===== src/rtl/dcache_wbuf.sv =====
// D-cache write-back buffer: holds one evicted line or uncached store, drains it as a
// 32-bit burst, and flags refill hazards. Optional forwarding build: DCACHE_WBUF_FWD_EN.
module dcache_wbuf #(
  parameter int WORDS    = 4,
  parameter int OFFSET_W = 4
) (
  input  logic                  clk,
  input  logic                  rst,
  input  logic                  wbuf_we,
  input  logic [31:0]           wbuf_addr,
  input  logic [32*WORDS-1:0]   wbuf_line,
  input  logic                  wbuf_uncache,
  input  logic [3:0]            wbuf_wstrb,
  output logic                  wbuf_ready,
  output logic                  mem_wreq,
  output logic [31:0]           mem_waddr,
  output logic [7:0]            mem_wlen,
  output logic [3:0]            mem_wstrb,
  input  logic                  mem_wreq_ack,
  output logic [31:0]           mem_wdata,
  output logic                  mem_wvalid,
  output logic                  mem_wlast,
  input  logic                  mem_wready,
  input  logic                  mem_bvalid,
  input  logic [31:0]           chk_addr,
  output logic                  chk_hit,
`ifdef DCACHE_WBUF_FWD_EN
  output logic                  fwd_valid,
  output logic [32*WORDS-1:0]   fwd_line,
`endif
  output logic [1:0]            dbg_state
);

  // Handshakes: a request or beat transfers on the rising edge where both its valid
  // (mem_wreq / mem_wvalid) and its acceptance (mem_wreq_ack / mem_wready) are high;
  // valids and their payload hold steady until that edge.

  localparam int CNT_W = $clog2(WORDS) + 1;
  localparam logic [7:0] LINE_LEN = 8'(WORDS - 1);

  typedef enum logic [1:0] {
    IDLE = 2'd0,
    REQ  = 2'd1,
    DATA = 2'd2,
    RESP = 2'd3
  } state_t;

  state_t              state_q;
  logic [CNT_W-1:0]    cnt_q;
  logic [31:0]         addr_q;
  logic [32*WORDS-1:0] line_q;
  logic                unc_q;
  logic [3:0]          strb_q;
  logic                ready_q;
  logic                wreq_q;
  logic                wvalid_q;

  always_ff @(posedge clk or posedge rst) begin
    if (rst) begin
      state_q  <= IDLE;
      cnt_q    <= '0;
      addr_q   <= '0;
      line_q   <= '0;
      unc_q    <= 1'b0;
      strb_q   <= '0;
      ready_q  <= 1'b1;
      wreq_q   <= 1'b0;
      wvalid_q <= 1'b0;
    end else begin
      case (state_q)
        IDLE: begin
          if (wbuf_we) begin
            addr_q  <= wbuf_addr;
            line_q  <= wbuf_line;
            unc_q   <= wbuf_uncache;
            strb_q  <= wbuf_wstrb;
            cnt_q   <= '0;
            ready_q <= 1'b0;
            wreq_q  <= 1'b1;
            state_q <= REQ;
          end
        end
        REQ: begin
          if (mem_wreq_ack) begin
            wreq_q   <= 1'b0;
            wvalid_q <= 1'b1;
            state_q  <= DATA;
          end
        end
        DATA: begin
          if (wvalid_q && mem_wready) begin
            cnt_q <= cnt_q + 1'b1;
            if (mem_wlast) begin
              wvalid_q <= 1'b0;
              state_q  <= RESP;
            end
          end
        end
        RESP: begin
          if (mem_bvalid) begin
            ready_q <= 1'b1;
            state_q <= IDLE;
          end
        end
        default: state_q <= IDLE;
      endcase
    end
  end

  assign wbuf_ready = ready_q;
  assign mem_wreq   = wreq_q;
  assign mem_wvalid = wvalid_q;
  assign mem_waddr  = unc_q ? addr_q : {addr_q[31:OFFSET_W], {OFFSET_W{1'b0}}};
  assign mem_wlen   = unc_q ? 8'd0 : LINE_LEN;
  assign mem_wstrb  = unc_q ? strb_q : 4'hF;
  assign mem_wlast  = wvalid_q && ({{(8-CNT_W){1'b0}}, cnt_q} == mem_wlen);
  assign dbg_state  = state_q;

  always_comb begin
    mem_wdata = '0;
    for (int i = 0; i < WORDS; i++) begin
      if (cnt_q == CNT_W'(i)) mem_wdata = line_q[32*i +: 32];
    end
  end

  // Uncached entries cover a single word, so the hazard window narrows to [31:2].
  logic line_match;
  logic word_match;
  logic held_hit;
  logic unused_chk;

  assign line_match = (chk_addr[31:OFFSET_W] == addr_q[31:OFFSET_W]);
  assign word_match = (chk_addr[31:2] == addr_q[31:2]);
  assign held_hit   = (state_q != IDLE) && (unc_q ? word_match : line_match);
  assign unused_chk = ^chk_addr[1:0];

`ifdef DCACHE_WBUF_FWD_EN
  assign fwd_valid = held_hit & ~unc_q;
  assign fwd_line  = line_q;
  assign chk_hit   = held_hit & unc_q;
`else
  assign chk_hit   = held_hit;
`endif

endmodule

===== config.mk =====
export PLATFORM = sky130hd
export DESIGN_NAME = dcache_wbuf
export DESIGN_NICKNAME = d
export VERILOG_FILES = /design/src/rtl/dcache_wbuf.sv
export SDC_FILE = /design/constraint.sdc
export NUM_CORES = 1
export LEC_CHECK = 0
export CORE_MARGIN = 8
export CORE_UTILIZATION = 41
export DETAILED_ROUTE_END_ITERATION = 7
export PLACE_DENSITY = 0.76
export SLEW_MARGIN = 30
export SYNTH_ARGS = -nofsm -noshare
export SYNTH_HDL_FRONTEND = slang
export SYNTH_SLANG_ARGS = --single-unit

===== constraint.sdc =====
create_clock -name clk -period 5.6 [get_ports clk]
set_input_delay 1.12 -clock clk [delete_from_list [all_inputs] [get_ports clk]]
set_output_delay 1.12 -clock clk [all_outputs]
set_load 0.01 [all_outputs]

==> results of run 1 <==
## metal layers
layer  share of wire [%]  GRT usage (%)
met1                  41           21.6
met2                  47           29.9
met3                  10           7.67
met4                 1.7           5.76
met5               0.044              0
## worst min path at each step
| stage | from | end | slack, ns | cells after the start |
|---|---|---|---|---|
| after floorplan | strb_q[0] | strb_q[0] | 0.46 | 1 |
| after global routing | line_q[91] | line_q[91] | 0.51 | 1 |
| final | addr_q[0] | addr_q[0] | 0.49 | 1 |
| after CTS | addr_q[0] | addr_q[0] | 0.49 | 1 |
| after global placement | strb_q[3] | strb_q[3] | 0.47 | 1 |
| after detailed placement | addr_q[0] | addr_q[0] | 0.47 | 1 |
## kinds of logic (layout without fill, tap and decap cells)
| logic type | Yosys count | count (layout) | share of synthesized area [%] |
|---|---|---|---|
| buffers and inverters | 84 | 327 | 6.58 |
| xor gates and xnor gates | 30 | 30 | 3.19 |
| other | 1 | 6 | 0.0456 |
| muxes | 170 | 170 | 23.2 |
| DFF | 173 | 173 | 52.6 |
| and+or+nand+nor | 64 | 64 | 3.79 |
| adders and majority gates | 10 | 10 | 1.52 |
| AOI/OAI and AO/OA | 112 | 112 | 9.06 |
## cell usage in the layout, fill, tap and decap left out, drive strengths merged
master	n
clkdlybuf4s50	277
dfrtp	172
mux2	166
o21ai	70
nand2	38
a221o	33
xor2	25
clkbuf	18
inv	17
ha	10
buf	8
nor4	6
conb	6
nand2b	5
xnor2	5
a21oi	5
and2	4
clkinvlp	4
mux2i	4
nor2b	3
clkinv	3
nand3	2
nand4	2
nor3b	2
and3b	1
o211a	1
nor3	1
o2111ai	1
a21boi	1
o32a	1
dfstp	1
## power breakdown
group	total (uW)	internal (uW)	switching, uW
combinational	2670	1550	1120
clock	1130	588	538
sequential	2290	1890	403
## state kept, by name (all words and copies together), names as in the netlist
name,count
addr_q,32
cnt_q,3
dbg_state,2
line_q,128
mem_wreq,1
mem_wvalid,1
strb_q,4
unc_q,1
wbuf_ready,1
## metrics by stage
stage | setup WS [ns] | std cells | total power [uW]
2_1_floorplan | 2.27 | 649 | 3910
3_3_place_gp | 1.32 | 1129 | 4940
3_5_place_dp | 1.28 | 1129 | 5020
4_1_cts | 1.09 | 1161 | 6180
5_1_grt | 0.933 | 1162 | 6510
6_report | 1.20 | 1162 | 6090
## cell type report
cell class,count,area share [%]
Clock buffer,18,3.71
Clock inverter,14,1.12
Inverter,10,0.357
Multi-Input combinational cell,392,29.5
Sequential cell,173,37.5
Tap cell,270,2.92
Timing Repair Buffer,285,24.9
==> flow_summary.yaml, run 1 <==
status:
  status: "finished, final reports clean"
yosys:
  ys_ff_latch: 173
  synth_commonest_cells: "dfrtp_1 (172), mux2_1 (151), o21ai_1 (60)"
  syn_area_um2: 8230
  syn_inst: 644
  synth_edf_count: 0
  async_flop_share_pct: 100
  ys_seq_area_share_pct: 52.6
  synth_cell_types: 35
  syn_avg_cell_area_um2: 12.8
  yosysMostFrequentCell: "dfrtp_1"
  post-synth-top-area-cell: "dfrtp_1"
  ys_warn_count: 0
  synth_top_cell_area_share_pct: 52.3
  synth_area_leaders: "dfrtp_1 (52%), mux2_1 (21%), a221o_1 (4.0%), o21ai_1 (3.6%), buf_4 (3.6%)"
  ys.flop_type: "dfrtp_1"
drt:
  drt-initial-drc-count: 248
  vias_per_cell: 5.03
  vias: 5846
  wirelength_um: 22600
  drt_pre_antenna_iters: 4
  drcViolationCount: 0
  wl_per_cell_um: 19.5
  ant_nets: 0
clock_network:
  clk_latency_ns: 0.42
  clk_pin_slew_ns: 0.07
  cts_max_path_buffers: 2
  cts.sinks: 173
  htreeDepth: 4
  cts_root_buf: "clkbuf_16"
  post-cts-setup-buffers: 0
  cts_made_buffers: 17
  post_cts_resized: 0
  cts_tree: "built"
  cts_hold_buf: 0
final_layout:
  antenna_cells: 0
  regArea_um2: 4330
  multi_input_comb_area_um2: 3410
  drive_gt1_share_pct: 7.17
  stdcell_area_um2: 11600
  area_growth_pct: 40.4
  final_core_util_pct: 57.8
  finalNetCount: 1092
  n_fill_cell: 1687
floorplanning:
  io_pins: 286
  start_util_pct: 41.2
  design.die.area_um2: 24900
  fp.dieH_um: 158
  core-area_um2: 20000
  die-width_um: 158
  rows: 52
critical_path:
  crit_family: "buffers and inverters"
  max_stage_delay_ns: 0.75
  reg2reg_from: "dbg_state[0]"
  path_max_fanout: 17
  start_kind: "register"
  reg2reg_depth: 5
  startpoint: "cnt_q[1]"
  end_kind: "output pin"
  path_depth: 8
  slowest_stage: "nor3b_4"
  worstSetupPathType: "register to output pin"
  path_buf_inv: 3
  cp_cell_sequence: "inv_1, ha_1, nor3b_4, buf_4, a221o_1, o21ai_1, o21ai_1, clkdlybuf4s50_1"
  crit_path_end: "mem_wdata[20]"
  arrival_ns: 3.28
  rrSetupSlack_ns: 3.04
  cp.required_ns: 4.48
  reg2reg_to: "line_q[15]"
  cpMostUsedCell: "o21ai_1"
placed_design:
  place.gp.congestion: 0.831
  dp_hpwl_um: 16500
  io_buffers: 277
  dpl_cell_area_um2: 11000
min_path:
  hold_path_class: "register to register"
global_routing:
  grt_remaining_overflow: 0
  antenna_found_initial: 1
  grt_max_degree: 114
  grt_first_pass_wirelength_um: 35200
  grt_pass1_vias: 6363
  track_usage_pct: 18.4
timing:
  finClkSkew_ns: 0.00741
  timing.fmax_ghz: 0.227
  slew_viol_final: 0
  hold_viol: 0
  maxSlewHeadroom_pct: 36.6
  period_needed_ns: 4.40
  rsz0062_at_grt: "false"
  worst_slew_pin_slew_ns: 0.949
  setup-tns-final_ns: 0
  fin_crit_sh_pct: 78.7
  hold_ws_ns: 0.485
  setup_viol: 0
power:
  p_per_area_nw_per_um2: 527
  p_leak_uw: 0.00473
  peakVddDrop_mv: 0.238
flow_run:
  cap_viol_max_count: 0
(Power assumes the default switching activity.)
==> inputs of run 2 (changes only) <==
Settings changed: CORE_UTILIZATION 41 to 46, PLACE_DENSITY 0.76 to 0.8.
Clock period 5.6 ns to 4.4 ns, I/O delays scaled along.
==> run 2 against run 1 <==
Core utilization grew 7.4 points. Clock skew increased by 0.0020 ns. Clock power increased by 31%. Cell area is 0.34% higher. Sequential power increased by 28%. Count of clock-buffer cells in the layout grew 2. Die area shrank 9.8%. Wire length decreased by 0.73%. Global-route usage increased by 2.0 points. Sequential cell count did not move. Critical endpoint is now chk_hit. Via count grew 0.84%. Worst hold slack worse by 0.0037 ns.
==> flow_summary.yaml, run 2 (synthesized netlist as in run 1, its figures left out) <==
clock_network:
  post-cts-setup-buffers: 0
  cts_root_buf: "clkbuf_16"
  post_cts_resized: 0
  cts_tree: "built"
  clk_pin_slew_ns: 0.07
  cts.sinks: 173
  cts_max_path_buffers: 2
  cts_hold_buf: 0
  htreeDepth: 4
  clk_latency_ns: 0.42
  cts_made_buffers: 17
final_layout:
  drive_gt1_share_pct: 8.11
  final_cell_mix: "clkdlybuf4s50_1 (277), dfrtp_1 (172), mux2_1 (151)"
  final_common_cell: "clkdlybuf4s50_1"
  regMostFlops: "line_q"
  finalNetCount: 1101
  stdcell_count: 1129
  largest_reg_flops: 128
  top_regs: "line_q (128), addr_q (32), strb_q (4)"
  antenna_cells: 0
  area_growth_pct: 40.8
drt:
  wl_per_cell_um: 19.9
  vias_per_cell: 5.22
  wirelength_um: 22500
  drt_pre_antenna_iters: 4
  vias: 5895
  ant_nets: 0
  drcViolationCount: 0
  drt-initial-drc-count: 271
floorplanning:
  io_pins: 286
  rows: 49
  fp.dieH_um: 150
  start_util_pct: 46.3
  core-area_um2: 17800
  die-width_um: 150
  design.die.area_um2: 22400
critical_path:
  cp_cell_sequence: "clkdlybuf4s50_1, xor2_1, nor4_1, nand4_1, nor4_1, clkdlybuf4s50_1"
  path_max_fanout: 1
  max_stage_delay_ns: 0.60
  arrival_ns: 2.95
  reg2reg_depth: 5
  start_kind: "primary input"
  reg2reg_to: "line_q[14]"
  rrSetupSlack_ns: 2.08
  worstSetupPathType: "primary input to output pin"
  startpoint: "chk_addr[29]"
  cp.required_ns: 3.52
  end_kind: "output pin"
  slowest_stage: "clkdlybuf4s50_1"
  reg2reg_from: "dbg_state[0]"
min_path:
  hold_path_depth: 1
  hold_path_startpoint: "strb_q[1]"
  hold_end: "strb_q[1]"
  hold_path_class: "register to register"
timing:
  worst_slew_pin_slew_ns: 0.701
  maxSlewHeadroom_pct: 53.2
  setup-tns-final_ns: 0
  fin_crit_sh_pct: 87.0
  finClkSkew_ns: 0.00940
  finalWorstSetupSlack_ns: 0.572
  period_needed_ns: 3.83
  timing.fmax_ghz: 0.261
  rsz0062_at_grt: "false"
  hold_viol: 0
  slew_viol_final: 0
  setup_viol: 0
placed_design:
  io_buffers: 277
  place.gp.congestion: 0.775
  dp_hpwl_um: 16700
  pre_cts_ws_ns: 0.517
  dp_cells: 1098
power:
  p_per_area_nw_per_um2: 674
  p_leak_uw: 0.00480
  peakVddDrop_mv: 0.334
global_routing:
  track_usage_pct: 20.4
  grt_pass1_vias: 6528
  grt_max_degree: 68
  antenna_found_initial: 0
  grt_remaining_overflow: 0
  grt_first_pass_wirelength_um: 35600
status:
  status: "finished, final reports clean"
flow_run:
  cap_viol_max_count: 0
==> run 2: cell type report <==
type	count	area, um2
fill	1388	6190
multi-input combinational	392	3400
tap	229	287
timing repair buffer	294	2960
clock inverter	11	106
clock buffer	20	467
inverter	10	41.3
sequential	173	4330
==> run 2: worst max path at each step <==
stage,slack (ns),depth (start not counted),endpoint
floorplan,1.31,1,addr_q[0]
global placement,0.48,6,chk_hit
detailed placement,0.52,6,chk_hit
CTS,0.51,6,chk_hit
global route,0.48,6,chk_hit
finish,0.57,6,chk_hit
==> run 2: power breakdown <==
| group | leakage (uW) | total (uW) | internal, uW | switching, uW |
|---|---|---|---|---|
| Sequential | 0.00204 | 2920 | 2400 | 514 |
| Clock | 0.000281 | 1480 | 830 | 646 |
| Combinational | 0.00247 | 3420 | 1980 | 1430 |
==> run 2: layer usage <==
metal | global-route usage, % | up-vias | part of all wire (%)
met1 | 25.4 | 2901 | 42
met3 | 7.44 | 32 | 8.7
met4 | 7.60 | 0 | 2.3
li1 | - | 2749 | -
met5 | 0 | - | 0
met2 | 31.9 | 213 | 47
==> run 2: critical path: cells and delay by family <==
| family | cells | cell delay [ns] |
|---|---|---|
| XOR/XNOR | 1 | 0.15 |
| buffers and inverters | 2 | 1.02 |
| AND/OR/NAND/NOR | 3 | 0.90 |
==> run 2: per-stage QoR <==
step	power (uW)	area (um2)	hold slack (ns)	utilization, %
after global placement	6300	11000	0.466	61.9
final	7810	11600	0.482	65.2
after floorplan	4980	8250	0.455	-
after global routing	8330	11600	0.509	65.2
after CTS	7920	11600	0.487	65.2
after detailed placement	6410	11000	0.472	62.0
==> inputs of run 3 (changes only) <==
Settings changed: SLEW_MARGIN 30 to 20.
==> run 3 against run 2 <==
Worst hold slack improved by 0.00054 ns. Sequential power about the same. Largest power group unchanged. Fmax decreased by 0.15%. Core utilization increased by 0.077 points. Sequential cell count unchanged. Highest routed layer unchanged. Largest cell class unchanged. Critical endpoint unchanged.
==> flow_summary.yaml, run 3 (synthesized netlist as in run 1, its figures left out) <==
final_layout:
  largest_reg_flops: 128
  area_growth_pct: 41.0
  final_cell_mix: "clkdlybuf4s50_1 (277), dfrtp_1 (172), mux2_1 (151)"
  stdcell_area_um2: 11600
  antenna_cells: 0
  final_common_cell: "clkdlybuf4s50_1"
  final_core_util_pct: 65.3
  top_regs: "line_q (128), addr_q (32), strb_q (4)"
  finalNetCount: 1101
  n_fill_cell: 1388
  drive_gt1_share_pct: 8.11
  regMostFlops: "line_q"
power:
  intPower_uw: 5260
  p_per_area_nw_per_um2: 677
  peakVddDrop_mv: 0.354
  pwr-share-seq_pct: 37.2
  pwr-share-clk_pct: 19.3
  switchingPower_uw: 2600
  swShare_pct: 33.1
  pwr-share-comb_pct: 43.5
  p_leak_uw: 0.00480
timing:
  period_needed_ns: 3.83
  hold_viol: 0
  setup_viol: 0
  rsz0062_at_grt: "false"
  slew_viol_final: 0
  maxSlewHeadroom_pct: 53.6
  finalWorstSetupSlack_ns: 0.567
  fin_crit_sh_pct: 87.1
  timing.fmax_ghz: 0.261
  finClkSkew_ns: 0.00957
  setup-tns-final_ns: 0
  worst_slew_pin_slew_ns: 0.697
critical_path:
  arrival_ns: 2.95
  reg2reg_depth: 5
  crit_path_end: "chk_hit"
  path_max_fanout: 1
  reg2reg_to: "line_q[114]"
  end_kind: "output pin"
  worstSetupPathType: "primary input to output pin"
  cp.required_ns: 3.52
  rrSetupSlack_ns: 2.06
  start_kind: "primary input"
  startpoint: "chk_addr[30]"
  reg2reg_from: "dbg_state[0]"
drt:
  wl_per_cell_um: 20.0
  drt_pre_antenna_iters: 4
  vias: 5957
  wirelength_um: 22500
  vias_per_cell: 5.28
  drt-initial-drc-count: 199
  ant_nets: 0
  drcViolationCount: 0
clock_network:
  htreeDepth: 4
  cts_tree: "built"
  clk_pin_slew_ns: 0.07
  cts_hold_buf: 0
  post-cts-setup-buffers: 0
  cts_max_path_buffers: 2
  cts.sinks: 173
  cts_made_buffers: 17
  post_cts_resized: 0
  cts_root_buf: "clkbuf_16"
  clk_latency_ns: 0.42
floorplanning:
  core-area_um2: 17800
  io_pins: 286
  die-width_um: 150
  fp.dieH_um: 150
  rows: 49
  start_util_pct: 46.3
  design.die.area_um2: 22400
placed_design:
  place.gp.congestion: 0.775
  pre_cts_ws_ns: 0.523
  io_buffers: 277
  dpl_cell_area_um2: 11000
  dp_hpwl_um: 16600
global_routing:
  grt_remaining_overflow: 0
  antenna_found_initial: 0
  grt_first_pass_wirelength_um: 35500
  track_usage_pct: 20.4
  grt_pass1_vias: 6597
  grt_max_degree: 68
min_path:
  hold_path_class: "register to register"
flow_run:
  cap_viol_max_count: 0
status:
  status: "finished, final reports clean"
==> run 3: cell types whose count changed in the layout (fill, tap and decap cells not counted) <==
cell	change
bufinv_16	+1
clkbuf_8	-1
inv_6	+1
inv_8	-1
==> run 3: worst min path at each step <==
stage,startpoint,to,slack [ns],cells after the start
after floorplan,strb_q[0],strb_q[0],0.46,1
after global placement,strb_q[3],strb_q[3],0.47,1
after detailed placement,strb_q[1],strb_q[1],0.47,1
after CTS,strb_q[1],strb_q[1],0.49,1
after global routing,line_q[84],line_q[84],0.51,1
final,strb_q[1],strb_q[1],0.48,1
==> run 3: layer usage <==
layer  routed length (um)  GRT usage, %  vias up
li1                     -             -     2739
met1                 9120          24.8     2968
met2                10900          32.8      227
met3                 2030          7.59       23
met4                  468          7.05        0
met5                    0             0        -
==> run 3: through the flow <==
stage / std cells / hold WS (ns) / total power [uW]
finish: 1129 / 0.482 / 7850
detailed placement: 1097 / 0.472 / 6410
CTS: 1128 / 0.487 / 7960
global route: 1129 / 0.510 / 8360
global placement: 1097 / 0.466 / 6300
floorplan: 649 / 0.455 / 4980
==> run 3: power groups by stage <==
stage	logic (uW)	clock network, uW	registers (uW)
floorplan	2190	0	2790
global placement	3400	0	2910
detailed placement	3460	0	2950
CTS	3480	1550	2930
global route	3700	1610	3040
finish	3420	1510	2920
==> run 3: cell type report <==
type	count	area, um2	area share (%)
Tap cell	229	287	2.47
Clock buffer	19	453	3.90
Inverter	10	41.3	0.356
Sequential cell	173	4330	37.3
Timing Repair Buffer	294	2960	25.5
Clock inverter	12	134	1.15
Multi-Input combinational cell	392	3400	29.3
==> run 3: critical path, stage by stage <==
cell             delay, ns
clkdlybuf4s50_1       0.41
xor2_1                0.14
nor4_1                0.37
nand4_1               0.23
nor4_1                0.31
clkdlybuf4s50_1       0.60
